[src/rtl/pong_ball_if.sv]
// pong_ball_if: paddle/run inputs and ball position/event outputs of the Pong ball engine
interface pong_ball_if #(
  parameter int H_RES = 640,
  parameter int V_RES = 480
);
  localparam int X_W = $clog2(H_RES);
  localparam int Y_W = $clog2(V_RES);
  logic           game_on;
  logic [Y_W-1:0] paddle_y1;
  logic [Y_W-1:0] paddle_y2;
  logic [X_W-1:0] ball_x;
  logic [Y_W-1:0] ball_y;
  logic           wall_hit;
  logic           paddle_hit;
  logic           player1_point;
  logic           player2_point;
  logic           serving;
  modport master (
    input  game_on, paddle_y1, paddle_y2,
    output ball_x, ball_y, wall_hit, paddle_hit, player1_point, player2_point, serving
  );
  modport slave (
    output game_on, paddle_y1, paddle_y2,
    input  ball_x, ball_y, wall_hit, paddle_hit, player1_point, player2_point, serving
  );
endinterface

[src/rtl/pong_ball_engine.sv]
// pong_ball_engine: ball position/direction/speed with serve/play/score FSM on a motion tick
module pong_ball_engine #(
  parameter int H_RES       = 640,
  parameter int V_RES       = 480,
  parameter int BALL_R      = 4,
  parameter int PADDLE_H    = 64,
  parameter int PADDLE_W    = 8,
  parameter int PADDLE_OFS  = 16,
  parameter int SPEED_INIT  = 1,
  parameter int SPEED_MAX   = 8,
  parameter int TICK_DIV    = 833333,
  parameter int SERVE_TICKS = 60
) (
  input  logic clk,
  input  logic reset,
  pong_ball_if.master bus
);
  localparam int X_W = $clog2(H_RES);
  localparam int Y_W = $clog2(V_RES);
  localparam int SPEED_W = $clog2(SPEED_MAX + 1);
  localparam int T_W = $clog2(TICK_DIV + 1);
  localparam int C_W = $clog2(SERVE_TICKS + 1);
  localparam int XS = X_W + 2;
  localparam int YS = Y_W + 2;
  // Edge tests are folded onto the ball centre so every compare stays in one signed width
  localparam logic signed [XS-1:0] X_LO  = XS'(BALL_R);
  localparam logic signed [XS-1:0] X_HI  = XS'(H_RES - 1 - BALL_R);
  localparam logic signed [XS-1:0] P1_LO = XS'(PADDLE_OFS + BALL_R);
  localparam logic signed [XS-1:0] P1_HI = XS'(PADDLE_OFS + PADDLE_W + BALL_R);
  localparam logic signed [XS-1:0] P2_LO = XS'(H_RES - 1 - PADDLE_OFS - PADDLE_W - BALL_R);
  localparam logic signed [XS-1:0] P2_HI = XS'(H_RES - 1 - PADDLE_OFS - BALL_R);
  localparam logic signed [YS-1:0] Y_LO  = YS'(BALL_R);
  localparam logic signed [YS-1:0] Y_HI  = YS'(V_RES - 1 - BALL_R);
  localparam logic signed [YS-1:0] PAD_R = YS'(BALL_R);
  localparam logic signed [YS-1:0] PAD_B = YS'(PADDLE_H + BALL_R);
  typedef enum logic [1:0] {IDLE, SERVE, PLAY, SCORE} state_t;
  state_t state, state_n;
  logic [T_W-1:0] tick_cnt;
  logic [C_W-1:0] serve_cnt;
  logic [SPEED_W-1:0] speed;
  logic [X_W-1:0] ball_x;
  logic [Y_W-1:0] ball_y;
  logic dir_x, dir_y, tick, serve_done;
  logic wall_hit, paddle_hit, player1_point, player2_point;
  logic signed [XS-1:0] nx;
  logic signed [YS-1:0] ny, by, p1, p2;
  logic wall_lo, wall_hi, hit1, hit2, miss_l, miss_r;
  assign tick = bus.game_on && tick_cnt == T_W'(TICK_DIV - 1);
  assign serve_done = serve_cnt == C_W'(SERVE_TICKS - 1);
  always_comb begin
    nx = dir_x ? $signed(XS'(ball_x)) + $signed(XS'(speed)) : $signed(XS'(ball_x)) - $signed(XS'(speed));
    ny = dir_y ? $signed(YS'(ball_y)) + $signed(YS'(speed)) : $signed(YS'(ball_y)) - $signed(YS'(speed));
    by = $signed(YS'(ball_y));
    p1 = $signed(YS'(bus.paddle_y1));
    p2 = $signed(YS'(bus.paddle_y2));
    wall_lo = ny <= Y_LO;
    wall_hi = ny >= Y_HI;
    hit1 = !dir_x && nx <= P1_HI && nx >= P1_LO && by >= p1 - PAD_R && by <= p1 + PAD_B;
    hit2 = dir_x && nx >= P2_LO && nx <= P2_HI && by >= p2 - PAD_R && by <= p2 + PAD_B;
    miss_l = nx <= X_LO;
    miss_r = nx >= X_HI;
  end
  always_ff @(posedge clk) state <= !reset ? IDLE : state_n;
  always_comb begin
    state_n = state;
    if (bus.game_on)
      case (state)
        IDLE:  state_n = SERVE;
        SERVE: state_n = tick && serve_done ? PLAY : SERVE;
        PLAY:  state_n = tick && !hit1 && !hit2 && (miss_l || miss_r) ? SCORE : PLAY;
        SCORE: state_n = tick ? SERVE : SCORE;
      endcase
  end
  always_comb bus.serving = state == IDLE || state == SERVE;
  always_ff @(posedge clk) begin
    if (!reset) begin
      tick_cnt <= '0;
      serve_cnt <= '0;
      ball_x <= X_W'(H_RES / 2);
      ball_y <= Y_W'(V_RES / 2);
      dir_x <= 1'b1;
      dir_y <= 1'b1;
      speed <= SPEED_W'(SPEED_INIT);
      {wall_hit, paddle_hit, player1_point, player2_point} <= '0;
    end else begin
      {wall_hit, paddle_hit, player1_point, player2_point} <= '0;
      if (bus.game_on) tick_cnt <= tick ? '0 : tick_cnt + 1'b1;
      if (tick && state == SERVE) serve_cnt <= serve_done ? '0 : serve_cnt + 1'b1;
      if (tick && state == PLAY) begin
        ball_y <= wall_lo ? Y_W'(BALL_R) : wall_hi ? Y_W'(V_RES - 1 - BALL_R) : ny[Y_W-1:0];
        dir_y <= wall_lo ? 1'b1 : wall_hi ? 1'b0 : dir_y;
        wall_hit <= wall_lo || wall_hi;
        paddle_hit <= hit1 || hit2;
        player2_point <= !hit1 && !hit2 && miss_l;
        player1_point <= !hit1 && !hit2 && !miss_l && miss_r;
        ball_x <= hit1 ? X_W'(PADDLE_OFS + PADDLE_W + BALL_R) :
                  hit2 ? X_W'(H_RES - 1 - PADDLE_OFS - PADDLE_W - BALL_R) :
                  miss_l ? X_W'(BALL_R) : miss_r ? X_W'(H_RES - 1 - BALL_R) : nx[X_W-1:0];
        if (hit1 || hit2) begin
          dir_x <= hit1;
          speed <= speed >= SPEED_W'(SPEED_MAX) ? speed : speed + 1'b1;
        end
      end
      // Ball parked at an edge tells which player conceded; serve toward them
      if (tick && state == SCORE) begin
        ball_x <= X_W'(H_RES / 2);
        ball_y <= Y_W'(V_RES / 2);
        speed <= SPEED_W'(SPEED_INIT);
        dir_x <= ball_x >= X_W'(H_RES / 2);
      end
    end
  end
  assign bus.ball_x = ball_x;
  assign bus.ball_y = ball_y;
  assign bus.wall_hit = wall_hit;
  assign bus.paddle_hit = paddle_hit;
  assign bus.player1_point = player1_point;
  assign bus.player2_point = player2_point;
endmodule
[src/flat_wrapper.sv]
// flat-port wrapper written by rule: the top's interface ports become plain ports
module pong_ball_engine_flat 
#(
  parameter int H_RES       = 640,
  parameter int V_RES       = 480,
  parameter int BALL_R      = 4,
  parameter int PADDLE_H    = 64,
  parameter int PADDLE_W    = 8,
  parameter int PADDLE_OFS  = 16,
  parameter int SPEED_INIT  = 1,
  parameter int SPEED_MAX   = 8,
  parameter int TICK_DIV    = 833333,
  parameter int SERVE_TICKS = 60
)
  (clk, reset, bus_game_on, bus_paddle_y1, bus_paddle_y2, bus_ball_x, bus_ball_y, bus_wall_hit, bus_paddle_hit, bus_player1_point, bus_player2_point, bus_serving);
  pong_ball_if #(.H_RES(H_RES), .V_RES(V_RES)) bus_i ();
  input  logic clk;
  input  logic reset;
  input wire logic [$bits(bus_i.game_on)-1:0] bus_game_on;
  input wire logic [$bits(bus_i.paddle_y1)-1:0] bus_paddle_y1;
  input wire logic [$bits(bus_i.paddle_y2)-1:0] bus_paddle_y2;
  output wire logic [$bits(bus_i.ball_x)-1:0] bus_ball_x;
  output wire logic [$bits(bus_i.ball_y)-1:0] bus_ball_y;
  output wire logic [$bits(bus_i.wall_hit)-1:0] bus_wall_hit;
  output wire logic [$bits(bus_i.paddle_hit)-1:0] bus_paddle_hit;
  output wire logic [$bits(bus_i.player1_point)-1:0] bus_player1_point;
  output wire logic [$bits(bus_i.player2_point)-1:0] bus_player2_point;
  output wire logic [$bits(bus_i.serving)-1:0] bus_serving;
  assign bus_i.game_on = bus_game_on;
  assign bus_i.paddle_y1 = bus_paddle_y1;
  assign bus_i.paddle_y2 = bus_paddle_y2;
  assign bus_ball_x = bus_i.ball_x;
  assign bus_ball_y = bus_i.ball_y;
  assign bus_wall_hit = bus_i.wall_hit;
  assign bus_paddle_hit = bus_i.paddle_hit;
  assign bus_player1_point = bus_i.player1_point;
  assign bus_player2_point = bus_i.player2_point;
  assign bus_serving = bus_i.serving;
  pong_ball_engine #(.H_RES(H_RES), .V_RES(V_RES), .BALL_R(BALL_R), .PADDLE_H(PADDLE_H), .PADDLE_W(PADDLE_W), .PADDLE_OFS(PADDLE_OFS), .SPEED_INIT(SPEED_INIT), .SPEED_MAX(SPEED_MAX), .TICK_DIV(TICK_DIV), .SERVE_TICKS(SERVE_TICKS)) u_core (.clk(clk), .reset(reset), .bus(bus_i));
endmodule
[config.mk]
export PLATFORM = sky130hd
export DESIGN_NAME = pong_ball_engine_flat
export DESIGN_NICKNAME = d
export VERILOG_FILES = /design/src/rtl/pong_ball_if.sv /design/src/rtl/pong_ball_engine.sv /design/src/flat_wrapper.sv
export SDC_FILE = /design/constraint.sdc
export NUM_CORES = 1
export LEC_CHECK = 0
export ABC_AREA = 1
export CORE_MARGIN = 8
export CORE_UTILIZATION = 25
export CTS_BUF_LIST = sky130_fd_sc_hd__clkbuf_16
export DETAILED_ROUTE_END_ITERATION = 8
export HOLD_SLACK_MARGIN = 0.06
export PLACE_DENSITY = 0.48
export SLEW_MARGIN = 0
export SYNTH_ARGS = -nofsm -noshare
export SYNTH_HDL_FRONTEND = slang
export SYNTH_SLANG_ARGS = --single-unit
[constraint.sdc]
create_clock -name clk -period 2.35 [get_ports clk]
set_input_delay 0.47 -clock clk [delete_from_list [all_inputs] [get_ports clk]]
set_output_delay 0.47 -clock clk [all_outputs]
set_load 0.02 [all_outputs]
==> results of run 1 <==
## report_power, final
group          internal (W)  switching (W)  leakage (nW)
Sequential         0.000969     0.00000342         0.463
Combinational      0.000161       0.000185          3.33
Clock              0.000874       0.000467         0.151
## final cells by class
type | count | area [um^2]
Clock buffer | 10 | 250
Tap cell | 280 | 350
Sequential cell | 57 | 1150
Clock inverter | 5 | 52.6
Fill cell | 2304 | 13400
Multi-Input combinational cell | 674 | 4490
Inverter | 133 | 522
Timing Repair Buffer | 214 | 1710
## cell usage after synthesis, drive strengths merged (2+ instances only)
cell / instances
nor2: 91
xnor2: 7
buf: 11
nand3b: 3
nor4: 12
xor2: 19
nand2: 224
clkbuf: 3
a31oi: 3
dfxtp: 57
ha: 55
clkinv: 2
o21ai: 32
o21a: 2
nand3: 101
a21oi: 53
nor3b: 2
o31ai: 3
nand4: 23
nor3: 25
inv: 130
mux2i: 2
o22ai: 3
fa: 4
o211ai: 3
## routing by layer
metal	GRT usage	vias up	share of wire
met5	0	-	0
met3	0.0216	24	0.035
met4	0.0345	0	0.015
met1	0.177	2869	0.46
met2	0.236	83	0.49
li1	-	3317	-
## state kept, by name, indices dropped and copies added (netlist names), 2 cells and up
name               cells
u_core.serve_cnt       6
u_core.bus.ball_x     10
u_core.tick_cnt       20
u_core.state           2
u_core.speed           4
u_core.bus.ball_y      9
## through the flow
step                      instance area [um^2]  hold WS, ps   util  power [W]
after detailed placement                  7430          465  0.339    0.00133
after floorplan                           5620          448      -    0.00118
final                                     8540          472  0.390    0.00266
after global routing                      8540          504  0.390    0.00278
after CTS                                 8290          476  0.379    0.00269
after global placement                    7430          464  0.339    0.00133
## timing repair
item,CTS,global route
setup buffers,16,7
hold buffers,0,0
setup endpoints to repair,30,32
cloned,1,0
pin swaps,78,47
gates resized for setup,169,49
## worst reg2reg max path, delay by kind of cell, from the launching register on
kind | cells | cell delay (ps)
adder cells (fa/ha/maj) | 2 | 500
AND/OR/NAND/NOR | 14 | 1280
buffers and inverters | 2 | 190
flip-flops | 1 | 380
## layout by cell type (no fill, tap or decap), types with 7 or more instances in the layout
master                              n
sky130_fd_sc_hd__nor2_2            14
sky130_fd_sc_hd__nor2_4            11
sky130_fd_sc_hd__buf_6              7
sky130_fd_sc_hd__nand2_4            9
sky130_fd_sc_hd__clkdlybuf4s50_1   30
sky130_fd_sc_hd__o21ai_0           19
sky130_fd_sc_hd__nor4_1            10
sky130_fd_sc_hd__inv_2             20
sky130_fd_sc_hd__clkbuf_16         10
sky130_fd_sc_hd__dfxtp_1           50
sky130_fd_sc_hd__a21oi_2           11
sky130_fd_sc_hd__nand4_1           22
sky130_fd_sc_hd__nand2_2           41
sky130_fd_sc_hd__ha_1              42
sky130_fd_sc_hd__buf_4            163
sky130_fd_sc_hd__nand2_1          175
sky130_fd_sc_hd__nand3_1           73
sky130_fd_sc_hd__xor2_1            17
sky130_fd_sc_hd__a21oi_1           41
sky130_fd_sc_hd__nor3_1            17
sky130_fd_sc_hd__inv_1            107
sky130_fd_sc_hd__ha_4              11
sky130_fd_sc_hd__nand3_2           27
sky130_fd_sc_hd__nor2_1            66
## path summary, 6_finish.rpt
kind	from	end	slack (ps)	cells past startpoint
setup reg to reg	u_core.bus.ball_x[0]$_SDFFE_PP0P_	u_core.speed[2]$_SDFFE_PP0P_	-110	18
hold / removal	u_core.serve_cnt[5]$_SDFFE_PN0P_	u_core.serve_cnt[5]$_SDFFE_PN0P_	470	2
setup / recovery	u_core.bus.ball_x[0]$_SDFFE_PP0P_	u_core.speed[2]$_SDFFE_PP0P_	-110	18
hold reg to reg	u_core.serve_cnt[5]$_SDFFE_PN0P_	u_core.serve_cnt[5]$_SDFFE_PN0P_	470	2
## logic make-up (layout without fill, tap and decap cells)
logic type,after synthesis,after routing,synth area share
XOR/XNOR,26,26,0.0422
buffers and inverters,147,362,0.109
multiplexers,2,2,0.00359
AO/OA/AOI/OAI,104,104,0.104
AND/OR/NAND/NOR,482,483,0.399
flip-flops,57,57,0.205
adder cells (fa/ha/maj),59,59,0.138
==> results, run 1 <==
- The number of global-route vias before repair is 6146.
- STA classifies the critical path startpoint as a register.
- The floorplan step defined a die boundary enclosing 27300 um^2.
- After legalization and detailed placement, the total HPWL measured 14.4 mm.
- For this run, the register share of the synthesized area comes to 0.205.
- The final period utilization is 1.05.
- The initial core utilization is 0.255.
- The worst setup path is captured at a register.
- The mean routed wirelength per cell is 13.6 um.
- The synthesis-stage register bit count is 57.
- The post-route minimum period is 2460 ps.
- The die extent in y is 165 um.
- The clock tree synthesis step divided the H-tree into 3 levels.
- The most frequently used flop master after synthesis is sky130_fd_sc_hd__dfxtp_1.
- Prior to clock tree synthesis, the placed netlist has a worst setup slack of -797 ps.
- After synthesis, the cell types taking the most area are sky130_fd_sc_hd__dfxtp_1, sky130_fd_sc_hd__nand2_1, sky130_fd_sc_hd__ha_1.
- The worst-path maximum fanout is 8.
- The longest clock path from root to sink contains 2 buffers.
- The tool flagged a number of max-cap violations equal to 0.
- Wires add up to 18.7 mm.
- The worst pin sits at a relative slew slack of 0.685.
- Synthesis produced a netlist whose cell count is 877.
- The I/O pin total is 45.
- The clock sink total is 57.
- At the worst endpoint, the required time is 2570 ps.
- TritonCTS built the clock tree.
- The clock transition at the registers of the reported paths is 50 ps.
- The top cell type by total area after synthesis is sky130_fd_sc_hd__dfxtp_1.
- The number of flops mapped to enable cells by yosys is 0.
- The classification of the worst setup path is register to register.
- The slowest cell on the critical path is sky130_fd_sc_hd__dfxtp_4.
- Across the routed clock network, the largest skew measured is 7.09 ps.
- The cell family contributing the most delay on the critical path is simple AND/OR/NAND/NOR gates.
- The final RePlAce weighted congestion is 0.840.
- The type of the tightest min-delay check is register to register.
- The critical path contains buffers and inverters numbering 2 combined.
- Compared with the post-synthesis result, the final layout area differs by 53.1%.
- The number of rows created at floorplan is 54.
- Setup repair after global routing could not meet its margin everywhere.
- The count of nets left with antenna violations once routing finished came out at 0.
- The die is 165 um wide.
- Port buffering added 44 buffers.
- At the pin with the least slew margin, the transition time is 472 ps.
- The routed via count divided by cell count is 4.58.
- In the synthesized netlist the async set-or-reset flop fraction comes to 0.
- The maximum clock frequency is 406 MHz.
- The largest net degree at the start of global routing is 15.
- In this run, placement finished with an instance count of 1335.
- The count of final max-slew check failures is 0.
- During synthesis, Yosys emitted a total of 0 warnings.
- The total negative slack for setup checks is -1600 ps.
- The area share of the leading cell type in the synthesized netlist is 0.205.
- The total standard cell area after synthesis is 5570 um^2.
- The signal on the critical path passes through inv_4 -> ha_4 -> fa_2 -> buf_4 -> nor2_4 -> nor2_4 -> nand2_2 -> nand2_1 -> nand3_2 -> nand2_2 -> nor2_1 -> nand2_1 -> nor2_4 -> nand4_4 -> nand2_4 -> nand4_1 -> nand2_1 -> nor2_1.
- The region available for standard cell placement spans 21900 um^2.
- The first-pass GRT wire length is 30.5 mm.
- The worst-case IR drop observed on VDD is 0.386 mV.
- The worst stage delay on the critical path is 380 ps.
- The number of nets in the finished design is 1169.
- Clock tree synthesis inserted a total of 9 buffers.
- The total global routing track utilization is 0.138.
- In the routed design, unresolved DRC markers number 0.
- The mean instance size in the synthesized netlist is 6.36 um^2.
- The flow ran to the end, but the final reports show violations.
- The initial antenna violation count is 0.
- The slack of the critical path is -111 ps.
- The post-synthesis net count is 957.
- In this run the power density over the cells is 312 nW/um^2.
- The iteration count of the initial detailed-routing pass is 4.
- The leakage power total is 3.94 nW.
- The cell sitting at the root of the clock tree is a sky130_fd_sc_hd__clkbuf_16.
- The global route total overflow is 0.
- Synthesis instantiated 49 different standard cells from the library.
- The final reports fail on setup timing.
- After the flow finishes, the layout carries non-filler instances totaling 1373.
- At the worst endpoint, the arrival time is 2690 ps.
- The hold violation total from the final report came to 0.
- The fraction of layout cells with a size suffix above 1 is 0.346.
- The count of final setup violators is 28.
- In this run, the number of DRC markers left after iteration 0 of detailed routing was 288.
- The number of antenna diodes in the final layout is 0.
- The routed via count is 6293.
- The clock reaches the later pin of the worst-skew pair after 330 ps.
Note: power is estimated with default switching activity, not from simulation.
==> run 2: changes to the inputs <==
--- a/config.mk
+++ b/config.mk
@@ -13,5 +13,5 @@
 export HOLD_SLACK_MARGIN = 0.06
 export PLACE_DENSITY = 0.48
-export SLEW_MARGIN = 0
+export SLEW_MARGIN = 20
 export SYNTH_ARGS = -nofsm -noshare
 export SYNTH_HDL_FRONTEND = slang
==> constraint.sdc (replaced) <==
create_clock -name clk -period 2.35 [get_ports clk]
set_input_delay 0.47 -clock clk [delete_from_list [all_inputs] [get_ports clk]]
set_output_delay 0.47 -clock clk [all_outputs]
set_load 0.1 [all_outputs]
==> run 2 against run 1 <==
The flow still finishes with violations (setup timing). Maximum frequency down 1.6%. Clock power is 4% higher. Core utilization is 0.97 points lower. Final area shrank 2.5%. Total power is 1.9% higher. Final cell count decreased by 1.7%. Non-clock buffer count fell by 25. Critical path depth decreased by 4. Count of clock-buffer cells in the layout rose by 1. Setup slack worse by 41 ps. Sequential power down 0.8%. Global-route usage fell by 0.46 points. Largest cell class unchanged. Largest power group unchanged.
==> results, run 2 (same netlist as run 1, synthesis figures left out) <==
- The flow ran to the end, but the final reports show violations.
- The checks that failed: setup timing.
- The final RePlAce weighted congestion came to 0.831 (-1.1%).
- More flip-flops sit in one register than any other, and that register is u_core.tick_cnt.
- The initial core utilization is 0.255 (unchanged).
- The final standard cell area without fillers is 8320 um^2 (-2.5%).
- The initial antenna violation count is 0 (unchanged).
- Relative to the synthesized area, the layout overhead comes to 49.3%.
- The instance area after placement is 7290 um^2 (-1.9%).
- The number of global-route vias before repair is 5956 (-3.1%).
- The type of element capturing the critical path is a register.
- The estimated wirelength of the detail-placed design is 14.2 mm (-1.9%).
- The critical path is of the register to register type.
- The global route total overflow is 0 (unchanged).
- The signal arrival time at the worst endpoint was 2710 ps (+20 ps).
- The CTS tree is done.
- The number of cells on the worst hold path is 2 (unchanged).
- The number of buffers inserted during clock tree synthesis came to 9 (unchanged).
- The number of buffers inserted by hold repair at cts is 0 (unchanged).
- The final period utilization is 1.06 (+0.0174).
- The mean routed wirelength per cell came to 13.3 um (-2.5%).
- The count of antenna-violating nets left after detailed routing was 0 (unchanged).
- The endpoint with the worst hold slack is u_core.serve_cnt[1]$_SDFFE_PN0P_.
- The count of final setup violators was 22 (-21%).
- The total design power is 0.00271 W (+1.9%).
- The maximum clock insertion buffer count came to 2 (unchanged).
- The clock network latency to the later pin of the worst-skew pair is 330 ps (about the same).
- The total global routing track utilization came to 0.133 (-0.00463).
- The count of final max-slew check failures is 0 (unchanged).
- The routed via count is 6150 (-2.3%).
- The clock tree root driver cell is sky130_fd_sc_hd__clkbuf_16.
- The cell depth of the worst flop-to-flop path came to 14 (-4).
- The transition time of the tightest slew-check pin is 586 ps (+114 ps).
- The I/O pin total is 45 (unchanged).
- The area enclosed by the die boundary is 27300 um^2 (unchanged).
- The worst register-to-register path begins at u_core.bus.ball_x[0]$_SDFFE_PP0P_.
- The DRC violations left is 0 (unchanged).
- The maximum clock frequency is 400 MHz (-1.6%).
- The reg2reg setup slack came to -150 ps (-40 ps).
- The die extent in x is 165 um (unchanged).
- The number of rows created at floorplan is 54 (unchanged).
- The total power divided by cell area came to 326 nW/um^2 (+4.5%).
- The fraction of layout cells with a size suffix above 1 came to 0.358 (+0.0124).
- The maximum resistive drop on vdd is 0.329 mV (-15%).
- The slack of the critical path is -152 ps (-41.0 ps).
- The worst min-delay path startpoint is u_core.serve_cnt[1]$_SDFFE_PN0P_.
- The clock transition at the registers of the reported paths is 50 ps (about the same).
- The area inside the core boundary was 21900 um^2 (unchanged).
- The capturing point of the worst reg2reg path is u_core.bus.ball_x[1]$_SDFFE_PP0P_.
- The number of port buffers is 44 (unchanged).
- The worst-path maximum fanout was 6 (-2).
- The post-route minimum period was 2500 ps (+41.0 ps).
- The data required time at the worst endpoint was 2560 ps (about the same).
- The die extent in y is 165 um (unchanged).
- The number of diodes added for antenna fixing is 0 (unchanged).
- The library cells used most frequently in the layout, excluding fill and tap cells, are sky130_fd_sc_hd__nand2_1, sky130_fd_sc_hd__buf_4, sky130_fd_sc_hd__inv_1.
- STA classifies the critical path startpoint as a register.
- The violation count after the first detailed-routing iteration came to 325 (+13%).
- The library cell used most frequently in the layout, excluding fill and tap cells, is sky130_fd_sc_hd__nand2_1.
- The hold violation total from the final report is 0 (unchanged).
- The iteration count of the initial detailed-routing pass came to 5 (+1).
- The path class of the tightest hold or removal check is register to register.
- Setup repair after global routing could not meet its margin everywhere.
- The clock sink total is 57 (unchanged).
- The leakage power total is 3.87 nW (-1.7%).
- The largest net degree at the start of global routing came to 15 (unchanged).
- The total negative slack for setup checks is -1940 ps (-336 ps).
- The largest registers in the layout are u_core.tick_cnt x20, u_core.bus.ball_x x10, u_core.bus.ball_y x9.
- The routed via count divided by cell count is 4.56 (-0.53%).
- The sum of routed wire length over all layers is 17.9 mm (-4.2%).
- The number of nets in the finished design was 1144 (-2.1%).
- The max capacitance violation total is 0 (unchanged).
- The flip-flop count of the largest register, all copies and words added is 20 (unchanged).
- The worst clock skew on the final layout is 6.68 ps (-0.406 ps).
- The level count of the clock H-tree is 3 (unchanged).
- The first-pass GRT wire length is 29.6 mm (-3.1%).
- The tightest slew margin relative to the limit is 0.609 (-0.0759).
## run 2: cell type report
| class | instances | area (um^2) |
|---|---|---|
| timing repair buffer | 189 | 1490 |
| sequential | 57 | 1190 |
| tap | 280 | 350 |
| timing repair inverter | 1 | 7.51 |
| clock inverter | 5 | 50.0 |
| inverter | 133 | 517 |
| multi-input combinational | 673 | 4440 |
| fill | 2335 | 13600 |
| clock buffer | 11 | 275 |
## run 2: power by group
| group | switching (W) | total [W] | internal, W |
|---|---|---|---|
| clock network | 0.000463 | 0.00140 | 0.000939 |
| logic | 0.000183 | 0.000343 | 0.000160 |
| registers | 0.00000373 | 0.000965 | 0.000961 |
| total | 0.000650 | 0.00271 | 0.00206 |
## run 2: worst max path at each step
stage,startpoint,to
final,u_core.bus.ball_x[0]$_SDFFE_PP0P_,u_core.bus.ball_x[1]$_SDFFE_PP0P_
after global routing,u_core.bus.ball_x[0]$_SDFFE_PP0P_,u_core.speed[1]$_SDFFE_PP0P_
after CTS,u_core.bus.ball_x[0]$_SDFFE_PP0P_,u_core.speed[1]$_SDFFE_PP0P_
after detailed placement,bus_paddle_y2[2],u_core.bus.ball_x[0]$_SDFFE_PP0P_
after global placement,bus_paddle_y1[2],u_core.dir_x$_SDFFE_PN1P_
after floorplan,u_core.bus.ball_x[0]$_SDFFE_PP0P_,u_core.dir_x$_SDFFE_PN1P_
## run 2: critical path, cell delays in order (launching register included)
cell and delay [ps]:
sky130_fd_sc_hd__dfxtp_4 380, sky130_fd_sc_hd__inv_2 50, sky130_fd_sc_hd__ha_4 160, sky130_fd_sc_hd__fa_2 370
sky130_fd_sc_hd__buf_6 140, sky130_fd_sc_hd__o21ai_4 130, sky130_fd_sc_hd__xnor2_2 140, sky130_fd_sc_hd__inv_1 90
sky130_fd_sc_hd__buf_6 120, sky130_fd_sc_hd__nand3b_1 140, sky130_fd_sc_hd__nand4_1 200, sky130_fd_sc_hd__nor3_4 280
sky130_fd_sc_hd__nor2_4 90, sky130_fd_sc_hd__nand2_1 70, sky130_fd_sc_hd__a21oi_1 50
## run 2: what timing repair did
item                                    in CTS  in global routing
gates cloned                                 1                  0
gates resized for setup                    119                 71
endpoints found under the setup margin      30                 33
setup buffers                               10                  4
pin swaps                                   50                 40
## run 2: routing by layer
metal | wire length (um) | part of all wire | track usage
met3 | 537 | 0.030 | 0.0211
met1 | 8540 | 0.48 | 0.178
met5 | 0 | 0 | 0
met2 | 8700 | 0.48 | 0.222
met4 | 167 | 0.0093 | 0.0284
## run 2: through the flow
step                      hold slack [ps]   util  cells  setup WS [ps]
after global routing                  503  0.380   1349           -310
after detailed placement              468  0.333   1320           -757
after floorplan                       448      -    877           -112
after CTS                             478  0.368   1346           -163
final                                 478  0.380   1349           -152
after global placement                465  0.333   1320           -710
==> run 3: changes to the inputs <==
- CORE_UTILIZATION: 25 -> 30
- CTS_CLUSTER_SIZE: unset -> 25
- PLACE_DENSITY: 0.48 -> 0.54
==> run 3 against run 2 <==
The flow still finishes with violations (setup timing). Register-to-register slack gained 98 ps. Total power shrank 2.9%. Setup slack gained 98 ps. Routed wire length shrank 2.8%. Critical path depth grew 3. Die area shrank 15%. Sequential share of layout area grew 0.23 points. Maximum frequency grew 4.1%. Flip-flop and latch count is the same. Sequential power is essentially flat. Final area shrank 1.6%. Highest routed layer unchanged. Global-route usage grew 1.6 points.
==> results, run 3 (same netlist as run 1, synthesis figures left out) <==
- The number of placed instances with taps included came to 1265 (-4.2%).
- The minimum setup slack after placement is -761 ps (-3.89 ps).
- The clock sink total came to 57 (unchanged).
- The global routing stage identified its most utilized layer as met2.
- The internal power contribution came to 0.00195 W (-5.2%).
- The switching share of power is 0.258 (+0.0181).
- The instance area after placement is 7180 um^2 (-1.5%).
- The number of port buffers was 44 (unchanged).
- The post-route minimum period is 2400 ps (-98.3 ps).
- The number of buffers inserted during clock tree synthesis came to 9 (unchanged).
- The worst-path maximum fanout came to 4 (-2).
- The type of the tightest min-delay check is register to register.
- The DRC violations left is 0 (unchanged).
- The largest net degree at the start of global routing is 15 (unchanged).
- The share of power burned in registers came to 0.367 (+0.011).
- Setup repair after global routing could not meet its margin everywhere.
- The count of antenna-violating nets left after detailed routing is 0 (unchanged).
- The number of diodes added for antenna fixing is 0 (unchanged).
- The final period utilization is 1.02 (-0.0418).
- The die extent in y is 152 um (-7.9%).
- The sum of routed wire length over all layers is 17.4 mm (-2.8%).
- The worst setup path is launched from a register.
- The count of placed standard cells in the final layout, fillers left out is 1300 (-3.6%).
- The slack of the critical path is -54.1 ps (+98.3 ps).
- The signal arrival time at the worst endpoint is 2620 ps (-90 ps).
- The most flop-heavy register is u_core.tick_cnt.
- The data required time at the worst endpoint is 2570 ps (about the same).
- The maximum resistive drop on vdd came to 0.392 mV (+19%).
- The total global routing track utilization is 0.149 (+0.0163).
- The initial core utilization came to 0.302 (+0.0474).
- The final reports fail on setup timing.
- The count of final setup violators is 19 (-14%).
- From synthesis to final layout, the design area changed by 46.9%.
- The transition time of the tightest slew-check pin is 513 ps (-73.2 ps).
- The die extent in x was 152 um (-7.9%).
- The max capacitance violation total is 0 (unchanged).
- The most common cell after layout, fill and taps aside is sky130_fd_sc_hd__nand2_1.
- The routed via count divided by cell count is 4.77 (+4.7%).
- The fraction of layout cells with a size suffix above 1 is 0.355 (-0.00368).
- The global route total overflow is 0 (unchanged).
- The I/O pin total is 45 (unchanged).
- The final RePlAce weighted congestion is 0.870 (+4.7%).
- Leaving out fill and tap cells, the most frequent cells in the layout are sky130_fd_sc_hd__nand2_1, sky130_fd_sc_hd__buf_4, sky130_fd_sc_hd__inv_1.
- The end-of-flow core utilization is 0.444 (+0.0636).
- The met3 demand-to-capacity share in global routing is 0.0267 (+0.00559).
- The clock network latency to the later pin of the worst-skew pair is 330 ps (about the same).
- The routed via count came to 6207 (+0.93%).
- The area inside the core boundary is 18500 um^2 (-16%).
- TritonCTS built the clock tree.
- The number of nets in the finished design was 1141 (-0.26%).
- The final standard cell area without fillers was 8190 um^2 (-1.6%).
- The maximum clock insertion buffer count is 2 (unchanged).
- The met2 global-route usage is 0.252 (+0.0304).
- The switching power of the nets is 0.000679 W (+4.4%).
- The clock tree root driver cell is sky130_fd_sc_hd__clkbuf_16.
- In the final layout, the registers with the most flip-flops are u_core.tick_cnt x20, u_core.bus.ball_x x10, u_core.bus.ball_y x9.
- The tightest slew margin relative to the limit is 0.658 (+0.0489).
- The met1 capacity usage during global routing is 0.196 (+0.0177).
- The run finished, with violations left.
- The violation count after the first detailed-routing iteration came to 329 (+1.2%).
- The count of final max-slew check failures is 0 (unchanged).
- The worst hold slack is 471 ps (-6.29 ps).
- The maximum clock frequency is 416 MHz (+4.1%).
- The number of rows created at floorplan is 50 (-7.4%).
- The iteration count of the initial detailed-routing pass is 5 (unchanged).
- The worst clock skew on the final layout is 8.47 ps (+1.79 ps).
- The clock transition at the registers of the reported paths is 50 ps (about the same).
- The number of global-route vias before repair was 5869 (-1.5%).
- The area enclosed by the die boundary is 23200 um^2 (-15%).
- The hold violation total from the final report was 0 (unchanged).
- The leakage power total is 3.83 nW (-1.3%).
- The logic gate share of total power came to 0.140 (+0.013).
- The share of total power in the clock network is 0.494 (-0.023).
- The first-pass GRT wire length is 29.0 mm (-2.2%).
- The estimated wirelength of the detail-placed design is 13.5 mm (-4.4%).
- The level count of the clock H-tree is 3 (unchanged).
- The initial antenna violation count is 0 (unchanged).
- The type of element capturing the critical path is a register.
- The total power divided by cell area came to 321 nW/um^2 (-1.3%).
- The flip-flop count of the largest register, all copies and words added is 20 (unchanged).
- The mean routed wirelength per cell came to 13.4 um (+0.84%).
- The classification of the worst setup path is register to register.
==> run 3: final cells by class <==
class,count,area [um^2]
Sequential cell,57,1190
Tap cell,234,293
Inverter,133,519
Clock buffer,9,225
Multi-Input combinational cell,674,4410
Fill cell,1859,10300
Clock inverter,7,70.1
Timing Repair Buffer,186,1480
==> run 3: layer usage <==
layer,vias up,share of wire
met1,2844,0.49
met3,11,0.030
met5,-,0
met2,83,0.48
li1,3269,-
met4,0,0.0088
==> run 3: power by group through the flow <==
| stage | clock (W) | combinational [W] | sequential (W) |
|---|---|---|---|
| after global placement | 0 | 0.000332 | 0.000986 |
| after floorplan | 0 | 0.000183 | 0.000985 |
| final | 0.00130 | 0.000368 | 0.000965 |
| after detailed placement | 0 | 0.000334 | 0.000986 |
| after global routing | 0.00138 | 0.000410 | 0.000965 |
| after CTS | 0.00133 | 0.000363 | 0.000964 |
==> run 3: final timing paths <==
kind,end,depth (start not counted),slack [ps],from
worst max-delay path,u_core.bus.ball_y[7]$_SDFFE_PP1P_,17,-50,u_core.speed[0]$_SDFFE_PP1P_
worst min-delay path,u_core.serve_cnt[1]$_SDFFE_PN0P_,2,470,u_core.serve_cnt[1]$_SDFFE_PN0P_
worst max register to register,u_core.bus.ball_y[7]$_SDFFE_PP1P_,17,-50,u_core.speed[0]$_SDFFE_PP1P_
worst min register to register,u_core.serve_cnt[1]$_SDFFE_PN0P_,2,470,u_core.serve_cnt[1]$_SDFFE_PN0P_
==> run 3: what timing repair did <==
item | in CTS | in global routing
gates resized for setup | 147 | 47
hold buffers | 0 | 0
pin swaps | 75 | 30
setup buffers | 14 | 4
setup endpoints to repair | 30 | 33
cloned | 0 | 1
==> run 3: critical path, cell delays in order (launching register included) <==
cell and delay [ps]:
sky130_fd_sc_hd__dfxtp_4 380, sky130_fd_sc_hd__buf_6 130, sky130_fd_sc_hd__ha_4 120, sky130_fd_sc_hd__inv_2 40, sky130_fd_sc_hd__fa_2 360, sky130_fd_sc_hd__nand2_2 100, sky130_fd_sc_hd__a21oi_4 70, sky130_fd_sc_hd__nor2_1 90
sky130_fd_sc_hd__nand2_1 70, sky130_fd_sc_hd__nand3_1 100, sky130_fd_sc_hd__nand2_2 100, sky130_fd_sc_hd__nor3_2 160, sky130_fd_sc_hd__nand4_1 170, sky130_fd_sc_hd__nand2_4 160, sky130_fd_sc_hd__buf_12 120, sky130_fd_sc_hd__nor2_4 40
sky130_fd_sc_hd__o21ai_2 50, sky130_fd_sc_hd__nand2_1 60
==> run 3: per-stage QoR <==
stage / TNS (ps) / total power [W]
4_1_cts: -332 / 0.00266
6_report: -457 / 0.00263
5_1_grt: -5360 / 0.00275
2_1_floorplan: -829 / 0.00117
3_5_place_dp: -12840 / 0.00132
3_3_place_gp: -12160 / 0.00132
